`config.mk`:
```
export PLATFORM = sky130hd
export DESIGN_NAME = ff3_skid
export DESIGN_NICKNAME = d
export VERILOG_FILES = /design/src/rtl/pipe_pkg.sv /design/src/rtl/skid_buf.sv /design/src/rtl/ff3_skid.sv
export SDC_FILE = /design/constraint.sdc
export NUM_CORES = 1
export LEC_CHECK = 0
export CAP_MARGIN = 20
export CORE_MARGIN = 1
export CORE_UTILIZATION = 30
export CTS_CLUSTER_DIAMETER = 80
export DETAILED_ROUTE_END_ITERATION = 12
export MAX_ROUTING_LAYER = met4
export PLACE_DENSITY_LB_ADDON = 0.15
export SYNTH_ARGS = -nofsm -noshare
export SYNTH_HDL_FRONTEND = slang
export SYNTH_SLANG_ARGS = --single-unit
```
`constraint.sdc`:
```
create_clock -name clk -period 1.6 [get_ports clk]
set_input_delay 0.32 -clock clk [delete_from_list [all_inputs] [get_ports clk]]
set_output_delay 0.32 -clock clk [all_outputs]
set_load 0.02 [all_outputs]
```
`src/rtl/pipe_pkg.sv`:
```
// Shared pipeline types: skid buffer occupancy states and writeback select codes.
// Imported by the EX/MEM register and its two-entry buffer.
package pipe_pkg;

    typedef enum logic [1:0] {
        EMPTY = 2'd0,
        BUSY  = 2'd1,
        FULL  = 2'd2
    } skid_state_t;

    localparam logic [1:0] RES_ALU = 2'b00;
    localparam logic [1:0] RES_MEM = 2'b01;
    localparam logic [1:0] RES_PC4 = 2'b10;

endpackage

```
`src/rtl/skid_buf.sv`:
```
// Generic two-entry valid/ready buffer over a packed payload, with flush.
// in_ready depends only on registered state, never on out_ready.
module skid_buf
    import pipe_pkg::*;
#(
    parameter int W = 8
) (
    input  logic         clk,
    input  logic         rst_n,
    input  logic         flush,
    input  logic         in_valid,
    output logic         in_ready,
    input  logic [W-1:0] in_data,
    output logic         out_valid,
    input  logic         out_ready,
    output logic [W-1:0] out_data
);

    skid_state_t state, state_nx;
    logic [W-1:0] main_q, skid_q;
    logic acc, con;
    logic ld_main, ld_skid, mv_skid;

    assign in_ready  = (state != FULL);
    assign out_valid = (state != EMPTY);
    assign out_data  = main_q;
    assign acc       = in_valid & in_ready;
    assign con       = out_valid & out_ready;

    always_ff @(posedge clk or negedge rst_n) begin
        if (!rst_n) begin
            state <= EMPTY;
        end else begin
            state <= state_nx;
        end
    end

    always_comb begin
        state_nx = state;
        ld_main  = 1'b0;
        ld_skid  = 1'b0;
        mv_skid  = 1'b0;
        unique case (state)
            EMPTY: begin
                if (acc) begin
                    state_nx = BUSY;
                    ld_main  = 1'b1;
                end
            end
            BUSY: begin
                if (acc && con) begin
                    ld_main = 1'b1;
                end else if (acc) begin
                    state_nx = FULL;
                    ld_skid  = 1'b1;
                end else if (con) begin
                    state_nx = EMPTY;
                end
            end
            FULL: begin
                if (con) begin
                    state_nx = BUSY;
                    mv_skid  = 1'b1;
                end
            end
            default: state_nx = EMPTY;
        endcase
        // Flush wins over everything; stale payload stays but is never valid.
        if (flush) begin
            state_nx = EMPTY;
            ld_main  = 1'b0;
            ld_skid  = 1'b0;
            mv_skid  = 1'b0;
        end
    end

    always_ff @(posedge clk or negedge rst_n) begin
        if (!rst_n) begin
            main_q <= '0;
            skid_q <= '0;
        end else begin
            if (ld_main) begin
                main_q <= in_data;
            end else if (mv_skid) begin
                main_q <= skid_q;
            end
            if (ld_skid) begin
                skid_q <= in_data;
            end
        end
    end

endmodule

```
`src/rtl/ff3_skid.sv`:
```
// EX->MEM pipeline register with skid buffering, flush and a stall counter.
// Write enables are gated by validM so bubbles never write state.
module ff3_skid
    import pipe_pkg::*;
#(
    parameter int DATA_W = 32,
    parameter int REG_W  = 5,
    parameter int CNT_W  = 16
) (
    input  logic              clk,
    input  logic              rst_n,
    input  logic              flush,
    input  logic              validE,
    output logic              readyE,
    input  logic              RegWriteE,
    input  logic [1:0]        ResultSrcE,
    input  logic              MemWriteE,
    input  logic [DATA_W-1:0] ALUoutE,
    input  logic [2:0]        funct3E,
    input  logic [REG_W-1:0]  RdE,
    input  logic [DATA_W-1:0] inc_PCE,
    output logic              validM,
    input  logic              readyM,
    output logic              RegWriteM,
    output logic [1:0]        ResultSrcM,
    output logic              MemWriteM,
    output logic [DATA_W-1:0] ALUoutM,
    output logic [2:0]        funct3M,
    output logic [REG_W-1:0]  RdM,
    output logic [DATA_W-1:0] inc_PCM,
    output logic [CNT_W-1:0]  stall_cnt
);

    localparam int PW = 1 + 2 + 1 + DATA_W + 3 + REG_W + DATA_W;
    localparam logic [CNT_W-1:0] CNT_MAX = '1;

    logic [PW-1:0] pl_in, pl_out;
    logic rw_q, mw_q;

    assign pl_in = {RegWriteE, ResultSrcE, MemWriteE, ALUoutE,
                    funct3E, RdE, inc_PCE};

    skid_buf #(.W(PW)) u_buf (
        .clk       (clk),
        .rst_n     (rst_n),
        .flush     (flush),
        .in_valid  (validE),
        .in_ready  (readyE),
        .in_data   (pl_in),
        .out_valid (validM),
        .out_ready (readyM),
        .out_data  (pl_out)
    );

    assign {rw_q, ResultSrcM, mw_q, ALUoutM,
            funct3M, RdM, inc_PCM} = pl_out;

    assign RegWriteM = rw_q & validM;
    assign MemWriteM = mw_q & validM;

    // Only reset clears the counter; flush leaves it alone.
    always_ff @(posedge clk or negedge rst_n) begin
        if (!rst_n) begin
            stall_cnt <= '0;
        end else if (validM && !readyM && stall_cnt != CNT_MAX) begin
            stall_cnt <= stall_cnt + 1'b1;
        end
    end

endmodule

```
Word-level counts from Yosys, hierarchy flattened. Index checks and enable logic that the tools add are counted.

Bits in registers: 170. Output and inout bits: 94. Word-level logic and storage cells: 44.

$add $sub $neg: 1. Eq/ne operators: 8. Multiplexer cells: 19. Bitwise logic cells: 4. Reductions and logical operators: 8.

Operators with widths (number): $mux W76 (2); $add A16 B1 Y16 const B (1); $ne A16 B16 Y1 const B (1); $mux W2 (6); $mux W1 (9); $ne A3 B2 Y1 const B (2); $pmux W2 S3 (1); $and A1 B1 Y1 (4); $ne A4 B2 Y1 const B (1); $reduce_and A4 Y1 (1); $reduce_bool A2 Y1 (2); $logic_and A1 B1 Y1 (3); $ne A3 B3 Y1 const B (1); $eq A2 B1 Y1 const B (1); $eq A2 B2 Y1 const B (1); $logic_not A2 Y1 (1); $ne A2 B2 Y1 const B (1); $pmux W1 S2 (1); $logic_not A1 Y1 (1).

Longest topological paths before layout.
Depth in word-level cells: 7. Mapped depth: 6.

Cells and area by module. Synthesis repeated with hierarchy kept, for this count alone.

Cells, all modules: 507. Area total of the unflattened synthesis: 7135.6 sq um.

Modules (own cells, without submodules): skid_buf (times used 1, cells an instance 429, area an instance 6267.3 sq um); ff3_skid (times used 1, cells an instance 78, area an instance 868.3 sq um).

Worst setup path before layout. Ideal clock, no wire load.

Path type: flip-flop to flip-flop. Start: reg u_buf.state[1]. End: reg u_buf.main_q[35] (netlist: u_buf.out_data[35]). Setup time: 0.125 ns. Data arrival time: 1.605 ns. Required time: 1.475 ns. Slack: -0.129 ns. Cell stages (with the launch flop): 7. Buffers on the path: 2. Clock period less this slack: 1.729 ns. Cells stage by stage: dfrtp_1 -> mux2i_1 -> nor2_1 -> o21bai_1 -> buf_2 -> buf_4 -> mux2_2.

Cells in the longest elaborated chain, start to end: 7.

RTL lines: from (decl) (RTL line skid_buf.sv:19) `skid_state_t state, state_nx;`; from (signal assigned) (RTL line skid_buf.sv:34) `state <= state_nx;`; $ne A2 B2 Y1 or $reduce_bool A2 Y1 (tied branches) (RTL line skid_buf.sv:24, skid_buf.sv:25); $and A1 B1 Y1 (on tied branches) (RTL line skid_buf.sv:27, skid_buf.sv:28); $logic_and A1 B1 Y1 (RTL line skid_buf.sv:51) `if (acc && con) begin`; $mux W1 (RTL line skid_buf.sv:51); $pmux W1 S2 (RTL line skid_buf.sv:43) `unique case (state)`; $mux W1 (RTL line skid_buf.sv:69) `if (flush) begin`; $mux W76 or $reduce_bool A2 Y1 (tied branches); to (signal assigned) (RTL line skid_buf.sv:83) `main_q <= in_data;`; to (signal assigned) (RTL line skid_buf.sv:85) `main_q <= skid_q;`; to (decl) (RTL line skid_buf.sv:20) `logic [W-1:0] main_q, skid_q;`.

Several ways; a longest one is shown, not always the timed one. A chain may end at the register's enable or synchronous reset.

Worst setup path in the final report.
Start: in readyM. End: reg u_buf.main_q[27] (netlist: u_buf.out_data[27]).

Cells in the longest elaborated chain, start to end: 6.

RTL lines: from (decl) (RTL line ff3_skid.sv:23) `input logic readyM,`; $and A1 B1 Y1 (*) (RTL line skid_buf.sv:28) `assign con = out_valid & out_ready;`; $logic_and A1 B1 Y1 (RTL line skid_buf.sv:51); $mux W1 (RTL line skid_buf.sv:51); $pmux W1 S2 (RTL line skid_buf.sv:43); $mux W1 (RTL line skid_buf.sv:69); $mux W76 or $reduce_bool A2 Y1 (tied branches).

Mark *: on every way between the ends. The rest lies on a longest branch, timed or not.

==> impl_metrics.py <==
metrics = {
    "floorplan": {
        "core_mm2": 0.0261,
        "die_h_um": 165,
        "dieArea_mm2": 0.0273,
        "start_util": 0.306,
        "row_count": 59,
        "boundaryPins": 175,
        "die_w_um": 165,
    },
    "setup_path": {
        "reg2reg_from": "u_buf.state[1]",
        "cp-end-kind": "register",
        "cp_data_arrival_time_ps": 2150,
        "r2r_slack_ps": -210,
        "required_ps": 1910,
        "cp_max_fo": 4,
        "reg2regPathDepth": 7,
        "critPathKind": "in2reg",
        "startpoint": "readyM",
        "cp-start-kind": "primary input",
        "rr_endpoint": "u_buf.out_data[27]",
    },
    "placement": {
        "dp.cells": 1019,
        "pre_cts_slack_ps": -618,
        "port_buffers": 174,
        "placed_cell_area_mm2": 0.00993,
        "place_congestion": 0.732,
        "dp_hpwl_mm": 12.0,
    },
    "global_route": {
        "overflow": 0,
        "grt_pass1_wl_mm": 29.5,
        "grt_use_total": 0.147,
        "grt_pass1_vias": 5487,
        "antenna_found_initial": 1,
        "grt_start_max_net_pins": 45,
    },
    "logic_synthesis": {
        "postSynthAreaPerCell_um2": 14.1,
        "synth_top_cells_by_area": "dfrtp_1, mux2_2, buf_4",
        "ys_seq_area_frac": 0.532,
        "ys_seq_elements": 170,
        "async_flop_share": 1.00,
        "mappedNetlistNets": 649,
        "synthXorXnorAreaFrac": 0.0153,
        "synthesis.area_mm2": 0.00800,
        "synth_edf_count": 0,
        "yosys.cell_count.top_type": "mux2_2",
        "synthAdderAreaFrac": 0.00156,
        "synth_compound_area_frac": 0.00751,
        "synth_commonest_cells": "mux2_2, dfrtp_1, buf_4",
        "yosys.area_share.simple": 0.0283,
        "yosys.area.top_type_share": 0.532,
        "synth_cell_types": 30,
        "synth_top_family_by_area": "multiplexers",
        "syn_inst": 567,
        "synthMuxAreaShare": 0.325,
        "synth_ff_type": "dfrtp_1",
        "yosysTopAreaCell": "dfrtp_1",
        "yosys_warnings": 0,
    },
    "pwr": {
        "p_seq_frac": 0.407,
        "power.switching_mw": 4.88,
        "power_density_mw_per_mm2": 1440,
        "ir_drop_mv": 0.661,
        "finalPower_mw": 15.8,
        "p_leak_nw": 4.98,
        "intPower_mw": 10.9,
        "clock_power_share": 0.273,
        "power_frac_comb": 0.320,
        "p_sw_frac": 0.309,
    },
    "detailed_routing": {
        "drc": 26,
        "vias": 4911,
        "drt-pass1-iter-count": 8,
        "avgRoutedWirePerCell_um": 18.3,
        "routed_wl_mm": 19.6,
        "final_antenna_net_count": 0,
        "drt_iter0_drc": 178,
        "routed_via_density": 4.56,
    },
    "finish": {
        "finalNonFillerCells": 1076,
        "drive_gt1_frac": 0.499,
        "nets": 809,
        "design_area_mm2": 0.0110,
        "area_delta_synth_final_pct": 37.6,
        "fin_util": 0.421,
    },
    "sta": {
        "slew_headroom": 0.680,
        "finalWorstSetupSlack_ps": -236,
        "skew_ps": 9.59,
        "rsz0062_at_grt": "yes",
        "worst_pin_slew_ps": 480,
        "finalSetupViolCount": 165,
        "slew_viol_final": 0,
        "fin_crit_ps": 1840,
        "period_share": 1.15,
        "max_freq_mhz": 545,
        "hold_viol": 0,
    },
    "cts": {
        "cts.sinks": 170,
        "cts_max_level": 4,
        "tritoncts": "built",
        "clk_latency_ps": 420,
        "clk_path_buf_depth": 2,
        "cts-root-buf": "clkbuf_16",
        "numCtsBuffers": 17,
        "cts.clk_slew.worst_paths_ps": 70,
    },
    "outcome": {
        "violations": "DRC, setup timing",
        "outcome": "finished with violations",
    },
    "worst_hold_path": {
        "min_from": "validE",
        "hp-class": "in2reg",
        "worstHoldPathCells": 3,
        "hold_path_end": "u_buf.state[1]",
    },
    "flow_run": {
        "maxCapViolCount": 0,
    },
}
-- power by group through the flow --
stage	Clock (mW)	Sequential, mW	Combinational, mW
finish	4.31	6.43	5.06
global route	4.65	6.63	5.44
CTS	4.48	6.44	5.00
detailed placement	0	6.52	5.37
global placement	0	6.44	5.26
floorplan	0	6.33	3.99
-- timing repair --
action,4_1_cts,5_1_grt
gates resized for setup,151,32
pin swaps,4,6
cloned,5,9
setup endpoints to repair,248,176
endpoints found under the hold margin,33,0
buffers inserted,6,3
hold buffers,1,0
-- area by class of cell --
class	count	area, µm²
fillers	2448	15100
flip-flops and latches	170	4270
multi-input cells	296	3170
repair buffers	239	2530
clock buffers	18	429
well taps	335	419
clock inverters	14	184
inverters	3	11.3
diodes	1	2.50
-- metrics by stage --
stage	TNS, ps	hold slack (ps)
after floorplan	-4350	24.4
after global placement	-79230	285
after detailed placement	-86880	295
after CTS	-13890	419
after global routing	-25760	313
final	-17420	301
-- state kept, by name, summed over array words and instances (netlist names) --
register        flops
u_buf.out_data     76
u_buf.skid_q       76
stall_cnt          16
u_buf.state         2
-- cell families after synthesis --
family	after synthesis
adder cells (fa/ha/maj)	1
buffers and inverters	102
AND/OR/NAND/NOR	41
multiplexers	231
XOR/XNOR	14
flip-flops	170
AO/OA/AOI/OAI	8
-- critical path, stage by stage --
cell,delay (ps)
clkdlybuf4s50_1,490
buf_4,190
mux2i_2,160
nor2_2,70
o21bai_4,150
buf_6,160
buf_6,130
clkbuf_16,140
mux2_2,320
-- routing by layer --
layer	wire length [µm]	GRT usage
met5	0	-
met4	263	0.0459
met3	983	0.0300
met2	9700	0.242
met1	8700	0.182
-- how the worst max path moves through the flow --
| stage | end | slack (ps) | depth (start not counted) |
|---|---|---|---|
| floorplan | u_buf.out_data[10] | -60 | 5 |
| global placement | u_buf.out_data[56] | -560 | 6 |
| detailed placement | u_buf.out_data[37] | -620 | 6 |
| CTS | u_buf.out_data[30] | -190 | 7 |
| global route | u_buf.out_data[30] | -260 | 9 |
| finish | u_buf.out_data[27] | -240 | 9 |
-- cell usage in the layout (no fill, tap or decap), drive strengths merged, types with 2 or more instances in the layout --
cell,n
bufinv,3
mux2,230
dlygate4sd2,78
clkinvlp,2
nor2b,2
xnor2,13
nor2,5
o21ai,2
nand2,8
and3,3
nand3,6
clkdlybuf4s15,7
clkbuf,27
buf,65
clkinv,4
nand4,9
nand2b,4
clkdlybuf4s50,78
inv,8
dfrtp,170
(Power assumes the default switching activity.)
